## src/rtl/regfile_write_buffer_if.sv

```systemverilog
// Purpose: bundles the write-request, register-file drain, forwarding-lookup and status signals of the write buffer.
// Latency: none; this is wiring only.
// Backpressure: in_ready and rf_wready are carried here unchanged; the interface adds no flow control of its own.
interface regfile_write_buffer_if #(
  parameter int DATA_WIDTH = 32,
  parameter int ADDR_WIDTH = 5,
  parameter int DEPTH      = 4
);
  localparam int CNT_W = $clog2(DEPTH) + 1;

  // Write request from execute/write-back.
  logic                  in_valid;
  logic                  in_ready;
  logic [ADDR_WIDTH-1:0] in_addr;
  logic [DATA_WIDTH-1:0] in_data;

  // Drain port into the register file.
  logic                  rf_we;
  logic                  rf_wready;
  logic [ADDR_WIDTH-1:0] rf_waddr;
  logic [DATA_WIDTH-1:0] rf_wdata;

  // Decode-side forwarding lookups.
  logic [ADDR_WIDTH-1:0] lookup_addr1;
  logic [ADDR_WIDTH-1:0] lookup_addr2;
  logic                  hit1;
  logic                  hit2;
  logic [DATA_WIDTH-1:0] fwd_data1;
  logic [DATA_WIDTH-1:0] fwd_data2;

  // Occupancy status.
  logic [CNT_W-1:0]      count;
  logic                  full;
  logic                  empty;

  // Master side: the pipeline and register file around the buffer.
  modport master (
    output in_valid, in_addr, in_data, rf_wready, lookup_addr1, lookup_addr2,
    input  in_ready, rf_we, rf_waddr, rf_wdata, hit1, hit2, fwd_data1, fwd_data2,
    input  count, full, empty
  );

  // Slave side: the write buffer itself.
  modport slave (
    input  in_valid, in_addr, in_data, rf_wready, lookup_addr1, lookup_addr2,
    output in_ready, rf_we, rf_waddr, rf_wdata, hit1, hit2, fwd_data1, fwd_data2,
    output count, full, empty
  );
endinterface

```

## src/rtl/regfile_write_buffer.sv

```systemverilog
// Purpose: in-order write-back queue in front of the register file, with youngest-match forwarding for two read lookups.
// Latency: an entry pushed into an empty buffer is presented on rf_we/rf_waddr/rf_wdata one cycle later; there is no bypass.
// Backpressure: in_ready = !full, and a pop in the same cycle does not relax it. The head drains when rf_wready is high.
module regfile_write_buffer #(
  parameter int DATA_WIDTH = 32,
  parameter int ADDR_WIDTH = 5,
  parameter int DEPTH      = 4,
  parameter int DROP_ZERO  = 1
) (
  input  logic                  clk,
  input  logic                  rst_n,
  regfile_write_buffer_if.slave bus
);

  localparam int PTR_W = $clog2(DEPTH);
  localparam int CNT_W = PTR_W + 1;

  // Entry storage, indexed by the ring pointers.
  logic [ADDR_WIDTH-1:0] entryAddr [DEPTH];
  logic [DATA_WIDTH-1:0] entryData [DEPTH];
  logic [DEPTH-1:0]      entryValid;

  logic [PTR_W-1:0]      wrPtr;
  logic [PTR_W-1:0]      rdPtr;
  logic [CNT_W-1:0]      occupancy;

  // Goes high at the first edge after reset is released.
  // It keeps in_ready low while the block is in reset.
  logic                  running;

  logic                  isFull;
  logic                  isEmpty;
  logic                  acceptIn;
  logic                  pushHs;
  logic                  dropWrite;
  logic                  storeEn;
  logic                  popEn;

  logic [PTR_W-1:0]      scanIdx;
  logic                  hitA;
  logic                  hitB;
  logic [DATA_WIDTH-1:0] fwdA;
  logic [DATA_WIDTH-1:0] fwdB;

  // full/empty depend only on the count. A pointer match alone cannot tell full from empty.
  assign isFull   = (occupancy == CNT_W'(DEPTH));
  assign isEmpty  = (occupancy == '0);
  assign acceptIn = running && !isFull;

  // A write to x0 completes its handshake, but the entry is thrown away.
  assign pushHs    = bus.in_valid && acceptIn;
  assign dropWrite = (DROP_ZERO != 0) && (bus.in_addr == '0);
  assign storeEn   = pushHs && !dropWrite;
  assign popEn     = !isEmpty && bus.rf_wready;

  assign bus.in_ready = acceptIn;
  assign bus.count    = occupancy;
  assign bus.full     = isFull;
  assign bus.empty    = isEmpty;

  // The drain port shows the head entry, or zeros when the buffer is empty.
  assign bus.rf_we    = !isEmpty;
  assign bus.rf_waddr = isEmpty ? '0 : entryAddr[rdPtr];
  assign bus.rf_wdata = isEmpty ? '0 : entryData[rdPtr];

  // Set the run flag once the first edge with reset released has been seen.
  always_ff @(posedge clk or negedge rst_n) begin
    if (!rst_n) begin
      running <= 1'b0;
    end else begin
      running <= 1'b1;
    end
  end

  // Advance the ring pointers and the occupancy count on push and pop.
  always_ff @(posedge clk or negedge rst_n) begin
    if (!rst_n) begin
      wrPtr     <= '0;
      rdPtr     <= '0;
      occupancy <= '0;
    end else begin
      if (storeEn) begin
        wrPtr <= wrPtr + PTR_W'(1);
      end
      if (popEn) begin
        rdPtr <= rdPtr + PTR_W'(1);
      end
      unique case ({storeEn, popEn})
        2'b10:   occupancy <= occupancy + CNT_W'(1);
        2'b01:   occupancy <= occupancy - CNT_W'(1);
        default: occupancy <= occupancy;
      endcase
    end
  end

  // Write the entry payload and keep the per-entry valid bits current.
  always_ff @(posedge clk or negedge rst_n) begin
    if (!rst_n) begin
      entryValid <= '0;
      for (int i = 0; i < DEPTH; i++) begin
        entryAddr[i] <= '0;
        entryData[i] <= '0;
      end
    end else begin
      // Clear before set, although a pop and a push never hit the same slot.
      // A push needs a free slot, and a pop needs an occupied one.
      if (popEn) begin
        entryValid[rdPtr] <= 1'b0;
      end
      if (storeEn) begin
        entryValid[wrPtr] <= 1'b1;
        entryAddr[wrPtr]  <= bus.in_addr;
        entryData[wrPtr]  <= bus.in_data;
      end
    end
  end

  // Forward the youngest stored match for each lookup.
  // The scan runs from oldest to youngest, so a later match overwrites an earlier one.
  // The head entry still hits in the cycle it pops. The request arriving this cycle is not visible yet.
  always_comb begin
    hitA    = 1'b0;
    hitB    = 1'b0;
    fwdA    = '0;
    fwdB    = '0;
    scanIdx = rdPtr;
    for (int k = 0; k < DEPTH; k++) begin
      scanIdx = rdPtr + PTR_W'(k);
      if (entryValid[scanIdx] && (entryAddr[scanIdx] == bus.lookup_addr1)) begin
        hitA = 1'b1;
        fwdA = entryData[scanIdx];
      end
      if (entryValid[scanIdx] && (entryAddr[scanIdx] == bus.lookup_addr2)) begin
        hitB = 1'b1;
        fwdB = entryData[scanIdx];
      end
    end
    // x0 is never forwarded when zero-register writes are dropped.
    if ((DROP_ZERO != 0) && (bus.lookup_addr1 == '0)) begin
      hitA = 1'b0;
      fwdA = '0;
    end
    if ((DROP_ZERO != 0) && (bus.lookup_addr2 == '0)) begin
      hitB = 1'b0;
      fwdB = '0;
    end
  end

  assign bus.hit1      = hitA;
  assign bus.hit2      = hitB;
  assign bus.fwd_data1 = fwdA;
  assign bus.fwd_data2 = fwdB;

endmodule

```

## src/flat_wrapper.sv

```systemverilog
// flat-port wrapper written by rule: the top's interface ports become plain ports
module regfile_write_buffer_flat 
#(
  parameter int DATA_WIDTH = 32,
  parameter int ADDR_WIDTH = 5,
  parameter int DEPTH      = 4,
  parameter int DROP_ZERO  = 1
)
  (clk, rst_n, bus_in_valid, bus_in_addr, bus_in_data, bus_rf_wready, bus_lookup_addr1, bus_lookup_addr2, bus_in_ready, bus_rf_we, bus_rf_waddr, bus_rf_wdata, bus_hit1, bus_hit2, bus_fwd_data1, bus_fwd_data2, bus_count, bus_full, bus_empty);
  regfile_write_buffer_if #(.DATA_WIDTH(DATA_WIDTH), .ADDR_WIDTH(ADDR_WIDTH), .DEPTH(DEPTH)) bus_i ();
  input  logic clk;
  input  logic rst_n;
  input wire logic [$bits(bus_i.in_valid)-1:0] bus_in_valid;
  input wire logic [$bits(bus_i.in_addr)-1:0] bus_in_addr;
  input wire logic [$bits(bus_i.in_data)-1:0] bus_in_data;
  input wire logic [$bits(bus_i.rf_wready)-1:0] bus_rf_wready;
  input wire logic [$bits(bus_i.lookup_addr1)-1:0] bus_lookup_addr1;
  input wire logic [$bits(bus_i.lookup_addr2)-1:0] bus_lookup_addr2;
  output wire logic [$bits(bus_i.in_ready)-1:0] bus_in_ready;
  output wire logic [$bits(bus_i.rf_we)-1:0] bus_rf_we;
  output wire logic [$bits(bus_i.rf_waddr)-1:0] bus_rf_waddr;
  output wire logic [$bits(bus_i.rf_wdata)-1:0] bus_rf_wdata;
  output wire logic [$bits(bus_i.hit1)-1:0] bus_hit1;
  output wire logic [$bits(bus_i.hit2)-1:0] bus_hit2;
  output wire logic [$bits(bus_i.fwd_data1)-1:0] bus_fwd_data1;
  output wire logic [$bits(bus_i.fwd_data2)-1:0] bus_fwd_data2;
  output wire logic [$bits(bus_i.count)-1:0] bus_count;
  output wire logic [$bits(bus_i.full)-1:0] bus_full;
  output wire logic [$bits(bus_i.empty)-1:0] bus_empty;
  assign bus_i.in_valid = bus_in_valid;
  assign bus_i.in_addr = bus_in_addr;
  assign bus_i.in_data = bus_in_data;
  assign bus_i.rf_wready = bus_rf_wready;
  assign bus_i.lookup_addr1 = bus_lookup_addr1;
  assign bus_i.lookup_addr2 = bus_lookup_addr2;
  assign bus_in_ready = bus_i.in_ready;
  assign bus_rf_we = bus_i.rf_we;
  assign bus_rf_waddr = bus_i.rf_waddr;
  assign bus_rf_wdata = bus_i.rf_wdata;
  assign bus_hit1 = bus_i.hit1;
  assign bus_hit2 = bus_i.hit2;
  assign bus_fwd_data1 = bus_i.fwd_data1;
  assign bus_fwd_data2 = bus_i.fwd_data2;
  assign bus_count = bus_i.count;
  assign bus_full = bus_i.full;
  assign bus_empty = bus_i.empty;
  regfile_write_buffer #(.DATA_WIDTH(DATA_WIDTH), .ADDR_WIDTH(ADDR_WIDTH), .DEPTH(DEPTH), .DROP_ZERO(DROP_ZERO)) u_core (.clk(clk), .rst_n(rst_n), .bus(bus_i));
endmodule
```

## config.mk

```make
export PLATFORM = sky130hd
export DESIGN_NAME = regfile_write_buffer_flat
export DESIGN_NICKNAME = d
export VERILOG_FILES = /design/src/rtl/regfile_write_buffer_if.sv /design/src/rtl/regfile_write_buffer.sv /design/src/flat_wrapper.sv
export SDC_FILE = /design/constraint.sdc
export NUM_CORES = 1
export LEC_CHECK = 0
export ABC_CLOCK_PERIOD_IN_PS = 5300
export BUFFER_PORTS_ARGS = -buffer_cell sky130_fd_sc_hd__buf_2
export CAP_MARGIN = 20
export CELL_PAD_IN_SITES_DETAIL_PLACEMENT = 0
export CELL_PAD_IN_SITES_GLOBAL_PLACEMENT = 1
export CORE_ASPECT_RATIO = 1.25
export CORE_UTILIZATION = 45
export DETAILED_ROUTE_END_ITERATION = 12
export GPL_TIMING_DRIVEN = 1
export PLACE_DENSITY = 0.8
export SYNTH_ARGS = -nofsm -noshare
export SYNTH_HDL_FRONTEND = slang
export SYNTH_SLANG_ARGS = --single-unit
```

## constraint.sdc

```tcl
create_clock -name clk -period 5.3 [get_ports clk]
set_clock_uncertainty 0.2 [all_clocks]
set_input_delay 0.53 -clock clk [delete_from_list [all_inputs] [get_ports clk]]
set_output_delay 0.53 -clock clk [all_outputs]
set_load 0.01 [all_outputs]
```

==> impl_metrics.ini <==
[logic_synthesis]
synth_edf_count = 0
yosysTopAreaCellShare_pct = 30.63
yosys-top-cells-area = dfrtp_1 (31%), mux4_2 (26%), mux2_2 (13%)
syn_inst = 1019
synthSimpleGateAreaFrac_pct = 9.169
synth_compound_area_share_pct = 9.437
synth_flop_cell = dfrtp_1
synth_fa_ha_area_share_pct = 1.015
synthMuxAreaShare_pct = 42.07
mappedNetlistArea_um2 = 13070
synth.avg_cell_area_um2 = 12.83
synth-xor-area-share_pct = 2.948
yosysMostFrequentCell = dfrtp_1
async_flop_share_pct = 100.0
syn-num-nets = 1080
yosysSeqAreaShare_pct = 30.63
synth_top_cell_by_area = dfrtp_1
synthTopCellsByCount = dfrtp_1 (160), mux2_2 (154), mux4_2 (152), and2_1 (50), clkbuf_1 (43)
ys_ff_latch = 160
synth_top_family_by_area = multiplexers
ys_warn_count = 0
post_synth_num_cell_types = 56

[critical_path]
rrSetupSlack_ps = 2350
crit_path_start_kind = flip-flop
crit_chain = buf_4 -> mux4_2 -> xor2_1 -> nor4_2 -> and3_2 -> o22a_2 -> a221oi_1 -> nor3_1 -> buf_2
r2r_start = u_core.bus.count[0]
cp_slowest_cell = o22a_2
critPathMaxFanout = 52
critPathRequiredTime_ps = 4570
rr_worst_depth = 7
cp.arrival_ps = 4240
cp-end-kind = output port
worstSetupPathType = reg -> out
regToRegEndpoint = u_core.entryData[10]
slowest_delay_ps = 890

[placement]
post_dp_cell_area_um2 = 14050
io_buffer_count = 160
place_hpwl_um = 24290
routabilityCongestion = 0.8726

[routing]
drt_iter0_drc = 695
antenna_left = 0
drc = 0
wl_per_cell_um = 24.64
vias = 9876
wl_um = 36840
drt-pass1-iter-count = 5
via_per_inst = 6.606

[floorplan]
coreArea_um2 = 28490
placement_rows = 69
initial_core_util_pct = 45.88
die-area_um2 = 29740
die_h_um = 192.6
ioPinCount = 161
die_x_um = 154.4

[cts]
path_clk_slew_ps = 70
clockBufferDepth = 2
cts_inserted_buffers = 17
cts_tree = yes
htreeDepth = 4
cts_sinks = 160
cts-root-buf = clkbuf_16
clock_latency_ps = 430
cts-resized-gates = 0

[global_routing]
track_usage_pct = 25.44
met2_usage_pct = 43.44
grt_util_met3_pct = 4.469
grt_pass1_wl_um = 57260
met1_usage_pct = 31.72
grt_pass1_vias = 10024
grt_max_degree = 70
gr-total-overflow = 0
antenna_found_initial = 4
top_usage_layer = met2

[pwr]
ir_drop_mv = 0.3844
p_total_mw = 11.00
leakagePower_nw = 5.947
p_per_area_nw_per_um2 = 747.6

[job]
maxCapViolCount = 0

[finish]
postLayoutCellArea_um2 = 14720
drive_gt1_share_pct = 54.62
post-route-util_pct = 51.66
syn2layout_area_growth_pct = 12.58
num-nets-final = 1185

[timing]
finalCritPeriodShare_pct = 93.74
tns_ps = 0
fin_crit_ps = 4968
hold_viol = 0
setup_viol = 0
tightest_slew_ps = 1093
fmax_mhz = 201.3
finalMaxSlewViolations = 0
slew_headroom_pct = 27.13
rsz0062_at_grt = no

[worst_hold_path]
worstHoldStart = bus_in_data[21]
holdPathEnd = u_core.entryData[53]
min_path_type = in -> reg
hold_depth = 2

[run_status]
status = finished, final reports clean
-- flip-flops by register name, summed over array words and instances (netlist names) --
name	flops
u_core.entryData	128
u_core.wrPtr	2
u_core.bus.count	3
u_core.entryAddr	20
u_core.entryValid	4
u_core.running	1
u_core.rdPtr	2
-- routing by layer --
layer / up-vias / share of wire (%)
li1: 4236 / -
met1: 5136 / 40
met2: 428 / 51
met3: 74 / 6.0
met4: 2 / 2.9
met5: - / 0.033
-- stage by stage --
step	hold WS (ps)	cells	worst slack, ps
6_report	165.8	1495	332.0
2_1_floorplan	34.41	1019	687.6
4_1_cts	159.5	1490	273.9
3_3_place_gp	296.2	1457	755.1
3_5_place_dp	302.2	1457	747.7
5_1_grt	164.7	1495	46.94
-- worst max-delay path, delay by kind of cell (launching register included) --
kind	cells	cell delay, ps
compound gates	2	1120
buf+inv	2	850
simple gates	3	770
flops	1	440
mux	1	440
xor+xnor	1	170
-- power breakdown --
| group | total, mW | switching [mW] | internal (mW) |
|---|---|---|---|
| clock | 1.28 | 0.537 | 0.742 |
| combinational | 7.14 | 3.32 | 3.82 |
| sequential | 2.58 | 0.745 | 1.84 |
-- area by class of cell --
cell class	count	area (µm²)
clock inverter	12	145.1
fill	2511	13770
timing repair buffer	194	1090
tap	355	444.2
multi-input combinational	738	8503
antenna	3	7.507
clock buffer	20	466.7
sequential	160	4011
inverter	13	48.80
-- what timing repair did --
| item | in CTS | in global routing |
|---|---|---|
| hold buffers | 1 | 0 |
| setup endpoints to repair | 0 | 0 |
| hold endpoints to repair | 67 | 0 |
| buffers inserted | 0 | 0 |
-- logic make-up after synthesis --
| kind of cell | after synthesis |
|---|---|
| XOR/XNOR | 44 |
| multiplexers | 337 |
| other | 1 |
| adder cells (fa/ha/maj) | 10 |
| flip-flops | 160 |
| AND/OR/NAND/NOR | 208 |
| buffers and inverters | 121 |
| AO/OA/AOI/OAI | 138 |
-- worst max-delay path by stage --
| stage | from | endpoint | slack (ps) | cells past startpoint |
|---|---|---|---|---|
| floorplan | u_core.rdPtr[1] | bus_fwd_data2[10] | 690 | 16 |
| detailed placement | u_core.rdPtr[0] | bus_fwd_data2[1] | 750 | 9 |
| CTS | u_core.rdPtr[0] | bus_fwd_data2[1] | 270 | 9 |
| global placement | u_core.rdPtr[0] | bus_fwd_data2[2] | 760 | 9 |
| finish | u_core.rdPtr[0] | bus_fwd_data2[1] | 330 | 9 |
| global route | u_core.rdPtr[0] | bus_fwd_data1[4] | 50 | 10 |
-- placed cells by master (no fill, tap or decap), types with 26 or more instances in the layout --
cell type and instances:
nor2_1 37, o22ai_1 27, a21oi_1 29, and2_1 49, mux4_2 152, nand2_1 26, buf_2 159, mux2_2 154
xnor2_1 28, dfrtp_1 158, buf_4 31
(Power assumes the default switching activity.)
